**src/rtl/mult_bcd_conv.sv**
```systemverilog
// mult_bcd_conv
// Snapshots the multiplier product S when mult_done is high. Converts it to
// BCD with an iterative shift-add-3 (double-dabble) sequencer. Presents the
// registered digits with a valid flag and a one-cycle done pulse.
//
// Ports:
//   clk        - system clock, rising edge
//   reset      - asynchronous, active-high reset
//   S          - binary product from the multiplier (BIN_W bits)
//   mult_done  - multiplier result-valid level
//   bcd_ones   - BCD ones digit (registered)
//   bcd_tens   - BCD tens digit (registered)
//   bcd_hund   - BCD hundreds digit (registered)
//   bcd_valid  - digits hold a completed conversion of the current product
//   busy       - conversion in progress
//   conv_done  - one-cycle pulse when the digits update
module mult_bcd_conv #(
    parameter int BIN_W  = 8,
    parameter int DIGITS = 3
) (
    input  logic             clk,
    input  logic             reset,
    input  logic [BIN_W-1:0] S,
    input  logic             mult_done,
    output logic [3:0]       bcd_ones,
    output logic [3:0]       bcd_tens,
    output logic [3:0]       bcd_hund,
    output logic             bcd_valid,
    output logic             busy,
    output logic             conv_done
);

    localparam int         WW       = 4*DIGITS + BIN_W;
    localparam int         PD       = (DIGITS > 3) ? DIGITS : 3;
    localparam logic [3:0] CNT_LAST = 4'(BIN_W - 1);

    typedef enum logic [1:0] {IDLE, CONV, DONE} state_t;

    state_t           state_q, state_d;
    logic [WW-1:0]    work_q, work_d, work_adj;
    logic [3:0]       cnt_q, cnt_d;
    logic [BIN_W-1:0] last_q, last_d;
    logic [3:0]       ones_d, tens_d, hund_d;
    logic             valid_d, busy_d, done_d;
    logic [4*PD-1:0]  dig_ext;

    // Add-3 correction on every digit >= 5, ahead of the shift, so no
    // digit can reach 10 after doubling.
    always_comb begin
        work_adj = work_q;
        for (int i = 0; i < DIGITS; i++) begin
            if (work_q[BIN_W+4*i +: 4] >= 4'd5)
                work_adj[BIN_W+4*i +: 4] = work_q[BIN_W+4*i +: 4] + 4'd3;
        end
    end

    // Digit field widened to at least three digits so the fixed output
    // ports can always be sliced, whatever DIGITS is.
    always_comb begin
        dig_ext = '0;
        dig_ext[4*DIGITS-1:0] = work_q[WW-1:BIN_W];
    end

    always_comb begin
        state_d = state_q;
        work_d  = work_q;
        cnt_d   = cnt_q;
        last_d  = last_q;
        ones_d  = bcd_ones;
        tens_d  = bcd_tens;
        hund_d  = bcd_hund;
        valid_d = bcd_valid;
        busy_d  = busy;
        done_d  = 1'b0;

        case (state_q)
            IDLE: begin
                if (mult_done && (!bcd_valid || S != last_q)) begin
                    work_d  = {{(4*DIGITS){1'b0}}, S};
                    cnt_d   = '0;
                    last_d  = S;
                    busy_d  = 1'b1;
                    state_d = CONV;
                end else if (!mult_done) begin
                    // Multiplier is showing 0: drop the stale result.
                    valid_d = 1'b0;
                    ones_d  = '0;
                    tens_d  = '0;
                    hund_d  = '0;
                    last_d  = '0;
                end
            end
            CONV, DONE: begin
                if (!mult_done) begin
                    // Product withdrawn mid-conversion: abort and clear.
                    state_d = IDLE;
                    busy_d  = 1'b0;
                    valid_d = 1'b0;
                    ones_d  = '0;
                    tens_d  = '0;
                    hund_d  = '0;
                    last_d  = '0;
                    cnt_d   = '0;
                    work_d  = '0;
                end else if (state_q == CONV) begin
                    work_d = work_adj << 1;
                    cnt_d  = cnt_q + 4'd1;
                    if (cnt_q == CNT_LAST)
                        state_d = DONE;
                end else begin
                    ones_d  = dig_ext[3:0];
                    tens_d  = dig_ext[7:4];
                    hund_d  = dig_ext[11:8];
                    valid_d = 1'b1;
                    done_d  = 1'b1;
                    busy_d  = 1'b0;
                    state_d = IDLE;
                end
            end
            default: state_d = IDLE;
        endcase
    end

    always_ff @(posedge clk or posedge reset) begin
        if (reset) begin
            state_q   <= IDLE;
            work_q    <= '0;
            cnt_q     <= '0;
            last_q    <= '0;
            bcd_ones  <= '0;
            bcd_tens  <= '0;
            bcd_hund  <= '0;
            bcd_valid <= 1'b0;
            busy      <= 1'b0;
            conv_done <= 1'b0;
        end else begin
            state_q   <= state_d;
            work_q    <= work_d;
            cnt_q     <= cnt_d;
            last_q    <= last_d;
            bcd_ones  <= ones_d;
            bcd_tens  <= tens_d;
            bcd_hund  <= hund_d;
            bcd_valid <= valid_d;
            busy      <= busy_d;
            conv_done <= done_d;
        end
    end

endmodule

```
**config.mk**
```make
export PLATFORM = sky130hd
export DESIGN_NAME = mult_bcd_conv
export DESIGN_NICKNAME = d
export VERILOG_FILES = /design/src/rtl/mult_bcd_conv.sv
export SDC_FILE = /design/constraint.sdc
export NUM_CORES = 1
export LEC_CHECK = 0
export CORE_ASPECT_RATIO = 0.6
export CORE_MARGIN = 2
export CORE_UTILIZATION = 55
export DETAILED_ROUTE_END_ITERATION = 10
export PLACE_DENSITY = 0.78
export RECOVER_POWER = 25
export SETUP_SLACK_MARGIN = 0.5
export SLEW_MARGIN = 20
export SYNTH_ARGS = -nofsm -noshare
export SYNTH_HDL_FRONTEND = slang
export SYNTH_SLANG_ARGS = --single-unit
```
**constraint.sdc**
```tcl
create_clock -name clk -period 2.9 [get_ports clk]
set_input_delay 0.435 -clock clk [delete_from_list [all_inputs] [get_ports clk]]
set_output_delay 0.435 -clock clk [all_outputs]
set_load 0.01 [all_outputs]
```
==> qor.yml, run 1 <==
worst_setup_path:
  endpoint_kind: "flip-flop"
  crit_arrival_ns: 2.44
  critPathKind: "reg -> reg"
  critPathMaxFanout: 13
  cp.required_ns: 3.10
  cp-start-kind: "flip-flop"
layout:
  drive_above_1_share_pct: 12.9
  synthToLayoutAreaGrowth_pct: 20.3
  final_cell_mix: "48 x dfrtp_1, 28 x nand2_1, 27 x o21ai_0"
  final_nets: 300
  diodes: 0
  layout_commonest_cell: "dfrtp_1"
sta:
  skew_ns: 0.00806
  finalMaxSlewViolations: 0
  relSlewSlack_pct: 21.9
  worst_slack_ns: 0.655
  finalSetupViolations: 0
  tightest_slew_ns: 1.17
  rsz0062_at_grt: "false"
  finalHoldViolations: 0
  fin_crit_ns: 2.24
  tns_ns: 0
  fin_crit_sh_pct: 77.4
  fmax_ghz: 0.446
power:
  power_switching_share_pct: 35.9
  combinationalPowerShare_pct: 39.7
  p_switching_uw: 911
  p_int_uw: 1620
  power_frac_seq_pct: 37.4
  p_per_area_mw_per_mm2: 843
  p_leak_uw: 0.00138
  ir_worst_vdd_mv: 0.537
  p_clk_share_pct: 22.9
synth:
  synth_cell_types: 44
  synth_area_per_cell_um2: 10.2
  yosys_warnings: 0
  syn_inst: 245
  yosysSeqAreaShare_pct: 49.0
  syn_nets: 266
  synth_edf_count: 0
  synthArstFlopShare_pct: 100
  synth_flop_cell: "dfrtp_1"
  ys_ff_latch: 49
  syn-cell-area_mm2: 0.00250
detailed_routing:
  viasPerCell: 5.68
  initialDrtViolationCount: 127
  wl_um: 5350
  drtPass1Iterations: 4
  drc: 0
  wl_per_cell_um: 15.7
  num_vias: 1930
  postRouteAntennaNets: 0
placement:
  place_hpwl_um: 3820
  gp_congestion: 0.806
  dp_worst_setup_slack_ns: 0.381
  port_buffers: 25
clock_tree:
  cts.sinks: 49
  cts_root_buf: "clkbuf_8"
  cts-buffers-inserted: 5
  tritoncts: "built"
  cts_max_level: 2
  clk_latency_ns: 0.31
  cts_buffer_depth: 2
  path_clk_slew_ns: 0.09
global_routing:
  grt_usage_pct: 21.4
  grt_max_degree: 50
  first_global_vias: 1700
  antenna_found_initial: 0
  overflow: 0
  grt_pass1_wl_um: 8590
floorplanning:
  start_util_pct: 59.1
  coreArea_mm2: 0.00423
  fp.dieArea_mm2: 0.00512
  die_y_um: 56.3
  row_count: 18
  dieWidth_um: 91.1
  io_pins: 26
flow_run:
  cap_violations: 0
run_status:
  status: "complete, no violations"
worst_hold_path:
  hp-class: "reg -> reg"
[flip-flops by register name, indices dropped and copies added, names as in the netlist]
signal     count
busy           1
bcd_tens       4
bcd_valid      1
state_q        2
last_q         8
cnt_q          4
work_q        20
bcd_hund       4
conv_done      1
bcd_ones       4
[per-stage QoR]
stage	total power [uW]	std cells	area [um^2]	util, %	hold WS, ns
floorplan	1670	245	2500	-	0.475
global placement	1890	331	2860	67.5	0.491
detailed placement	1920	331	2860	67.5	0.493
CTS	2510	339	3000	70.7	0.516
global route	2700	340	3010	71.1	0.521
finish	2540	340	3010	71.1	0.511
[metal layers]
| metal | part of all wire, % | global-route usage (%) | wire length, um |
|---|---|---|---|
| met1 | 51 | 34.1 | 2720 |
| met2 | 41 | 29.2 | 2190 |
| met3 | 7.4 | 4.56 | 398 |
| met4 | 0.82 | 5.19 | 44 |
| met5 | 0 | 0 | 0 |
[worst max-delay path, stage by stage (launching register included)]
cell and delay [ns]:
dfrtp_2 0.41, inv_1 0.06, ha_1 0.36, and3b_1 0.24, nor3_2 0.15, nor4_2 0.08, buf_4 0.19, or2_4 0.29
a221o_1 0.35
[area by class of cell]
class | instances | area [um^2]
Multi-Input combinational cell | 168 | 1170
Clock buffer | 5 | 68.8
Sequential cell | 49 | 1230
Fill cell | 330 | 1220
Clock inverter | 3 | 65.1
Inverter | 19 | 71.3
Tap cell | 60 | 75.1
Timing Repair Buffer | 36 | 330
[Yosys cell counts, types with 2 or more instances]
cell type,count,share of area (%)
nand2_1,28,4.2
o22ai_1,2,0.50
mux2i_1,9,3.6
mux2_2,7,3.2
dfrtp_1,49,49
clkbuf_1,5,0.75
nand2b_1,4,1.0
xnor2_1,11,3.8
a221o_1,2,0.80
a22o_1,12,4.2
nor2_1,7,1.1
nand4_1,2,0.50
nor3b_1,2,0.60
or2_2,2,0.50
a21oi_1,7,1.4
o31ai_1,8,2.4
inv_1,19,2.9
xor2_1,2,0.70
nor3_1,5,1.0
nand3_1,3,0.60
o21ai_0,27,5.4
ha_1,10,5.0
[worst paths after layout]
check                            start           to  slack, ns  cells after the start
max in group asynchronous        reset   state_q[0]       1.19                      3
min                        bcd_hund[1]  bcd_hund[1]       0.51                      1
max reg2reg                 state_q[0]   work_q[11]       0.66                      8
min in group asynchronous        reset  bcd_tens[3]       0.94                      3
max                         state_q[0]   work_q[11]       0.66                      8
min reg2reg                bcd_hund[1]  bcd_hund[1]       0.51                      1
[power groups by stage]
stage	sequential, uW	combinational [uW]	clock (uW)
floorplan	939	728	0
global placement	953	934	0
detailed placement	958	965	0
CTS	946	976	585
global route	968	1110	616
finish	948	1010	582
[timing repair]
action / CTS / global route
setup endpoints to repair: 6 / 18
endpoints found under the hold margin: 0 / 0
hold buffers: 0 / 0
buffers inserted: 0 / 1
resized for setup: 1 / 3
[cell families (layout without fill, tap and decap cells)]
kind of cell	after synthesis	count (layout)	share of synthesized area [%]
AO/OA/AOI/OAI	66	66	17.7
XOR/XNOR	13	13	4.55
adder cells (fa/ha/maj)	10	10	5.00
buffers and inverters	28	63	4.70
flip-flops	49	49	49.0
multiplexers	16	16	6.75
AND/OR/NAND/NOR	63	63	12.4
Power figures use the tool's default switching activity.
==> run 2, diff against run 1 <==
==> constraint.sdc (replaced) <==
create_clock -name clk -period 2.27 [get_ports clk]
set_input_delay 0.3405 -clock clk [delete_from_list [all_inputs] [get_ports clk]]
set_output_delay 0.3405 -clock clk [all_outputs]
set_load 0.01 [all_outputs]
==> run 2 against run 1 <==
Setup slack lost 0.47 ns. Critical path type unchanged. Count of clock-buffer cells in the layout is the same. Combinational power grew 110%. Global-route usage grew 5.5 points. Clock skew shrank 0.0035 ns. Final cell count grew 5.3%. Sequential share of layout area shrank 5.5 points. Final area grew 15%. Utilization grew 11 points. Non-clock buffer count grew 18. Clock power grew 27%. Critical endpoint is now work_q[16]. Critical path depth is the same. Highest routed layer unchanged.
==> qor.yml, run 2 (same netlist as run 1, synthesis figures left out) <==
detailed_routing:
  wl_per_cell_um: 19.3  # was 15.7 um
  num_vias: 2158  # was 1930
  wl_um: 6910  # was 5350 um
  drc: 0  # unchanged
  initialDrtViolationCount: 145  # was 127
  viasPerCell: 6.03  # was 5.68
  postRouteAntennaNets: 0  # unchanged
  drtPass1Iterations: 4  # unchanged
floorplanning:
  dieWidth_um: 91.1  # unchanged
  coreArea_mm2: 0.00423  # unchanged
  io_pins: 26  # unchanged
  start_util_pct: 59.1  # unchanged
  row_count: 18  # unchanged
  fp.dieArea_mm2: 0.00512  # unchanged
  die_y_um: 56.3  # unchanged
run_status:
  status: "complete, no violations"  # unchanged
power:
  p_total_uw: 4080  # was 2540 uW
  p_switching_uw: 1570  # was 911 uW
  p_per_area_mw_per_mm2: 1170  # was 843 mW/mm^2
  power_frac_seq_pct: 30.3  # was 37.4%
  combinationalPowerShare_pct: 51.5  # was 39.7%
  power_switching_share_pct: 38.4  # was 35.9%
  p_leak_uw: 0.00159  # was 0.00138 uW
  ir_worst_vdd_mv: 0.669  # was 0.537 mV
  p_int_uw: 2510  # was 1620 uW
  p_clk_share_pct: 18.2  # was 22.9%
clock_tree:
  cts_root_buf: "clkbuf_8"  # unchanged
  path_clk_slew_ns: 0.09  # about the same
  clk_latency_ns: 0.30  # was 0.31 ns
  cts-buffers-inserted: 5  # unchanged
  cts_buffer_depth: 2  # unchanged
  cts.sinks: 49  # unchanged
  tritoncts: "built"  # unchanged
  cts_max_level: 2  # unchanged
placement:
  dp_worst_setup_slack_ns: -0.00348  # was 0.381 ns
  port_buffers: 25  # unchanged
  gp_congestion: 0.835  # was 0.806
  place_hpwl_um: 4160  # was 3820 um
sta:
  worst_slack_ns: 0.190  # was 0.655 ns
  finalHoldViolations: 0  # unchanged
  tightest_slew_ns: 1.07  # was 1.17 ns
  skew_ns: 0.00457  # was 0.00806 ns
  finalSetupViolations: 0  # unchanged
  fin_crit_ns: 2.08  # was 2.24 ns
  fmax_ghz: 0.481  # was 0.446 GHz
  relSlewSlack_pct: 28.5  # was 21.9%
  finalMaxSlewViolations: 0  # unchanged
  fin_crit_sh_pct: 91.6  # was 77.4%
  rsz0062_at_grt: "true"  # was false
layout:
  synthToLayoutAreaGrowth_pct: 38.7  # was 20.3%
  ff_latch_area_mm2: 0.00123  # about the same
  final_nets: 318  # was 300
  drive_above_1_share_pct: 28.5  # was 12.9%
  largest_reg_flops: 20  # unchanged
  multi_input_area_mm2: 0.00143  # was 0.00117 mm^2
  top_register: "work_q"  # unchanged
  fillers: 257  # was 330
  reg_top3: "work_q x20, last_q x8"  # unchanged
  final_cell_mix: "49 x dfrtp_1, 28 x nand2_1, 20 x clkdlybuf4s50_1"  # was 48 x dfrtp_1, 28 x nand2_1, 27 x o21ai_0
  diodes: 0  # unchanged
  layout_commonest_cell: "dfrtp_1"  # unchanged
worst_hold_path:
  hp-class: "in -> reg"  # was reg -> reg
global_routing:
  overflow: 0  # unchanged
  grt_max_degree: 27  # was 50
  grt_usage_pct: 26.8  # was 21.4%
  grt_pass1_wl_um: 10800  # was 8590 um
  first_global_vias: 2125  # was 1700
  antenna_found_initial: 0  # unchanged
worst_setup_path:
  cp-start-kind: "flip-flop"  # unchanged
  critPathKind: "reg -> reg"  # unchanged
  endpoint_kind: "flip-flop"  # unchanged
  cp.required_ns: 2.45  # was 3.10 ns
  critPathMaxFanout: 8  # was 13
  crit_arrival_ns: 2.26  # was 2.44 ns
flow_run:
  cap_violations: 0  # unchanged
==> run 2: critical path, cell delays in order (launching register included) <==
cell and delay (ns):
dfrtp_1 0.44, inv_2 0.08, ha_4 0.24, and3b_2 0.24, nor3_4 0.17, nor4_4 0.07
or2_4 0.27, buf_12 0.16, o41ai_2 0.29
==> run 2: stage by stage <==
stage          hold slack (ns)  utilization [%]  instances  instance area (um^2)  setup TNS, ns
4_1_cts                  0.433             78.9        357                  3340              0
3_3_place_gp             0.489             69.5        338                  2940              0
6_report                 0.346             82.0        358                  3470              0
5_1_grt                  0.348             82.0        358                  3470              0
2_1_floorplan            0.475                -        245                  2520              0
3_5_place_dp             0.491             69.5        338                  2940       -0.00348
==> run 2: timing repair <==
action,CTS,global route
setup endpoints to repair,39,47
cloned,2,0
gates resized for setup,50,32
setup buffers,9,1
hold buffers,0,0
pin swaps,13,9
==> run 2: routing by layer <==
layer | vias up | track usage (%) | share of wire (%)
met5 | - | 0 | 0
met4 | 0 | 5.19 | 1.3
met3 | 11 | 5.64 | 7.5
met2 | 99 | 41.1 | 46
met1 | 1085 | 40.0 | 45
li1 | 963 | - | -
==> run 2: power by group through the flow <==
stage | Combinational [uW] | Sequential (uW) | Clock, uW
floorplan | 977 | 1200 | 0
global placement | 1360 | 1230 | 0
detailed placement | 1420 | 1240 | 0
CTS | 1860 | 1220 | 750
global route | 2230 | 1250 | 794
finish | 2100 | 1230 | 742
==> run 2: path summary, 6_finish.rpt <==
| kind | startpoint | endpoint | slack (ns) | depth (start not counted) |
|---|---|---|---|---|
| min in group asynchronous | reset | last_q[1] | 0.73 | 2 |
| max reg2reg | state_q[0] | work_q[16] | 0.19 | 8 |
| min reg2reg | bcd_ones[2] | bcd_ones[2] | 0.52 | 1 |
| max | state_q[0] | work_q[16] | 0.19 | 8 |
| min | S[4] | last_q[4] | 0.35 | 3 |
| max in group asynchronous | reset | work_q[8] | 0.41 | 3 |
==> run 2: cell type report <==
type | count | share of cell area [%]
clock buffers | 5 | 1.98
clock inverters | 3 | 1.98
inverters | 19 | 2.05
multi-input cells | 168 | 41.2
flip-flops and latches | 49 | 35.3
well taps | 60 | 2.16
repair buffers | 54 | 15.2
==> run 3, diff against run 2 <==
--- a/config.mk
+++ b/config.mk
@@ -7,9 +7,9 @@
 export LEC_CHECK = 0
 export CORE_ASPECT_RATIO = 0.6
 export CORE_MARGIN = 2
-export CORE_UTILIZATION = 55
+export CORE_UTILIZATION = 51
 export DETAILED_ROUTE_END_ITERATION = 10
-export PLACE_DENSITY = 0.78
+export PLACE_DENSITY = 0.76
 export RECOVER_POWER = 25
 export SETUP_SLACK_MARGIN = 0.5
 export SLEW_MARGIN = 20
==> constraint.sdc (replaced) <==
create_clock -name clk -period 1.7 [get_ports clk]
set_input_delay 0.255 -clock clk [delete_from_list [all_inputs] [get_ports clk]]
set_output_delay 0.255 -clock clk [all_outputs]
set_load 0.01 [all_outputs]
==> run 3 against run 2 <==
The flow now finishes with violations (negative setup slack). Final cell count grew 10%. Clock power shrank 2.7%. Register-to-register slack worse by 0.53 ns. Critical path type unchanged. Largest cell class unchanged. Highest routed layer unchanged.
==> qor.yml, run 3 (same netlist as run 1, synthesis figures left out) <==
floorplanning:
  die_y_um: 58.3  # was 56.3 um
  io_pins: 26  # unchanged
  fp.dieArea_mm2: 0.00550  # was 0.00512 mm^2
  row_count: 19  # was 18
  coreArea_mm2: 0.00464  # was 0.00423 mm^2
  dieWidth_um: 94.4  # was 91.1 um
  start_util_pct: 54.0  # was 59.1%
sta:
  fmax_ghz: 0.491  # was 0.481 GHz
  fin_crit_sh_pct: 120  # was 91.6%
  finalSetupViolations: 46  # was 0
  finalMaxSlewViolations: 0  # unchanged
  fin_crit_ns: 2.04  # was 2.08 ns
  tns_ns: -8.17  # was 0 ns
  relSlewSlack_pct: 44.8  # was 28.5%
  skew_ns: 0.0182  # was 0.00457 ns
  worst_slack_ns: -0.336  # was 0.190 ns
  finalHoldViolations: 0  # unchanged
  hold_ws_ns: 0.255  # was 0.346 ns
  tightest_slew_ns: 0.823  # was 1.07 ns
  rsz0062_at_grt: "true"  # unchanged
global_routing:
  overflow: 0  # unchanged
  grt_usage_pct: 27.0  # was 26.8%
  antenna_found_initial: 0  # unchanged
  grt_pass1_wl_um: 11200  # was 10800 um
  first_global_vias: 2216  # was 2125
  grt_max_degree: 28  # was 27
layout:
  top_register: "work_q"  # unchanged
  synthToLayoutAreaGrowth_pct: 46.3  # was 38.7%
  drive_above_1_share_pct: 41.6  # was 28.5%
  fin_util_pct: 79.0  # was 82.0%
  final_cell_mix: "49 x dfrtp_1, 42 x buf_4, 26 x nand2_1"  # was 49 x dfrtp_1, 28 x nand2_1, 20 x clkdlybuf4s50_1
  reg_top3: "work_q x20, last_q x8"  # unchanged
  largest_reg_flops: 20  # unchanged
  final_nets: 352  # was 318
  layout_commonest_cell: "dfrtp_1"  # unchanged
  diodes: 0  # unchanged
clock_tree:
  path_clk_slew_ns: 0.11  # was 0.09 ns
  cts-buffers-inserted: 5  # unchanged
  cts_max_level: 2  # unchanged
  cts_buffer_depth: 2  # unchanged
  ctsHoldBuffers: 0  # unchanged
  cts.sinks: 49  # unchanged
  tritoncts: "built"  # unchanged
  cts_root_buf: "clkbuf_8"  # unchanged
  clk_latency_ns: 0.33  # was 0.30 ns
worst_setup_path:
  crit_chain: "inv_2 -> ha_4 -> and3b_2 -> nor3_2 -> nor4_4 -> nor2_2 -> buf_6 -> mux2_4"  # was inv_2 -> ha_4 -> and3b_2 -> nor3_4 -> nor4_4 -> or2_4 -> buf_12 -> o41ai_2
  cp-start-kind: "flip-flop"  # unchanged
  critPathMaxFanout: 7  # was 8
  critPathKind: "reg -> reg"  # unchanged
  endpoint_kind: "flip-flop"  # unchanged
  crit_arrival_ns: 2.24  # was 2.26 ns
  critPathMaxStageDelay_ns: 0.44  # about the same
  cp.required_ns: 1.90  # was 2.45 ns
  worst-r2r-setup-slack_ns: -0.34  # was 0.19 ns
  crit_slowest_cell: "dfrtp_1"  # unchanged
detailed_routing:
  drc: 0  # unchanged
  wl_um: 7650  # was 6910 um
  postRouteAntennaNets: 0  # unchanged
  num_vias: 2293  # was 2158
  drtPass1Iterations: 4  # unchanged
  viasPerCell: 5.81  # was 6.03
  initialDrtViolationCount: 197  # was 145
  wl_per_cell_um: 19.4  # was 19.3 um
run_status:
  status: "finished with violations"  # was complete, no violations
  failed_checks: "negative setup slack"
flow_run:
  cap_violations: 0  # unchanged
placement:
  gp_congestion: 0.866  # was 0.835
  port_buffers: 25  # unchanged
  dp_worst_setup_slack_ns: -0.476  # was -0.00348 ns
  place_hpwl_um: 4310  # was 4160 um
power:
  ir_worst_vdd_mv: 0.958  # was 0.669 mV
  p_per_area_mw_per_mm2: 1590  # was 1170 mW/mm^2
  p_leak_uw: 0.00176  # was 0.00159 uW
worst_hold_path:
  hp-class: "in -> reg"  # unchanged
run 3: path summary, 6_finish.rpt:
| kind | startpoint | cells after the start | endpoint |
|---|---|---|---|
| min | S[4] | 3 | last_q[4] |
| max in group asynchronous | reset | 3 | work_q[11] |
| max reg2reg | state_q[0] | 8 | work_q[6] |
| min in group asynchronous | reset | 2 | last_q[3] |
| max | state_q[0] | 8 | work_q[6] |
| min reg2reg | bcd_tens[2] | 1 | bcd_tens[2] |
run 3: report_power, final:
part	total [uW]	internal, uW	switching, uW
Sequential	1650	1430	218
Combinational	3440	1840	1600
Clock	722	285	437
Total	5810	3560	2260
run 3: per-layer routing:
metal,vias to the layer above,track usage [%],routed length [um]
li1,1032,-,-
met1,1151,40.8,3570
met2,93,39.8,3380
met3,17,5.72,562
met4,0,7.25,136
met5,-,0,0
run 3: area by class of cell:
class                   count  area [um^2]
fillers                   266          973
clock buffers               5         68.8
flip-flops and latches     49         1230
repair buffers             88          772
multi-input cells         168         1430
clock inverters             3         17.5
inverters                  19         72.6
well taps                  63         78.8
run 3: metrics by stage:
stage	power, uW	area [um^2]	instances
detailed placement	3820	3100	357
floorplan	2950	2540	245
global route	6100	3660	395
CTS	5280	3580	390
global placement	3750	3100	357
finish	5810	3660	395
run 3: repair_timing:
action	4_1_cts	5_1_grt
resized for setup	88	38
setup buffers	23	5
pin swaps	12	18
gates cloned	2	0
setup endpoints to repair	64	63
run 3: critical path: cells and delay by family (launching register included):
family                   cells  cell delay, ns
adder cells (fa/ha/maj)      1            0.21
buffers and inverters        2            0.28
flip-flops                   1            0.44
multiplexers                 1            0.31
AND/OR/NAND/NOR              4            0.67
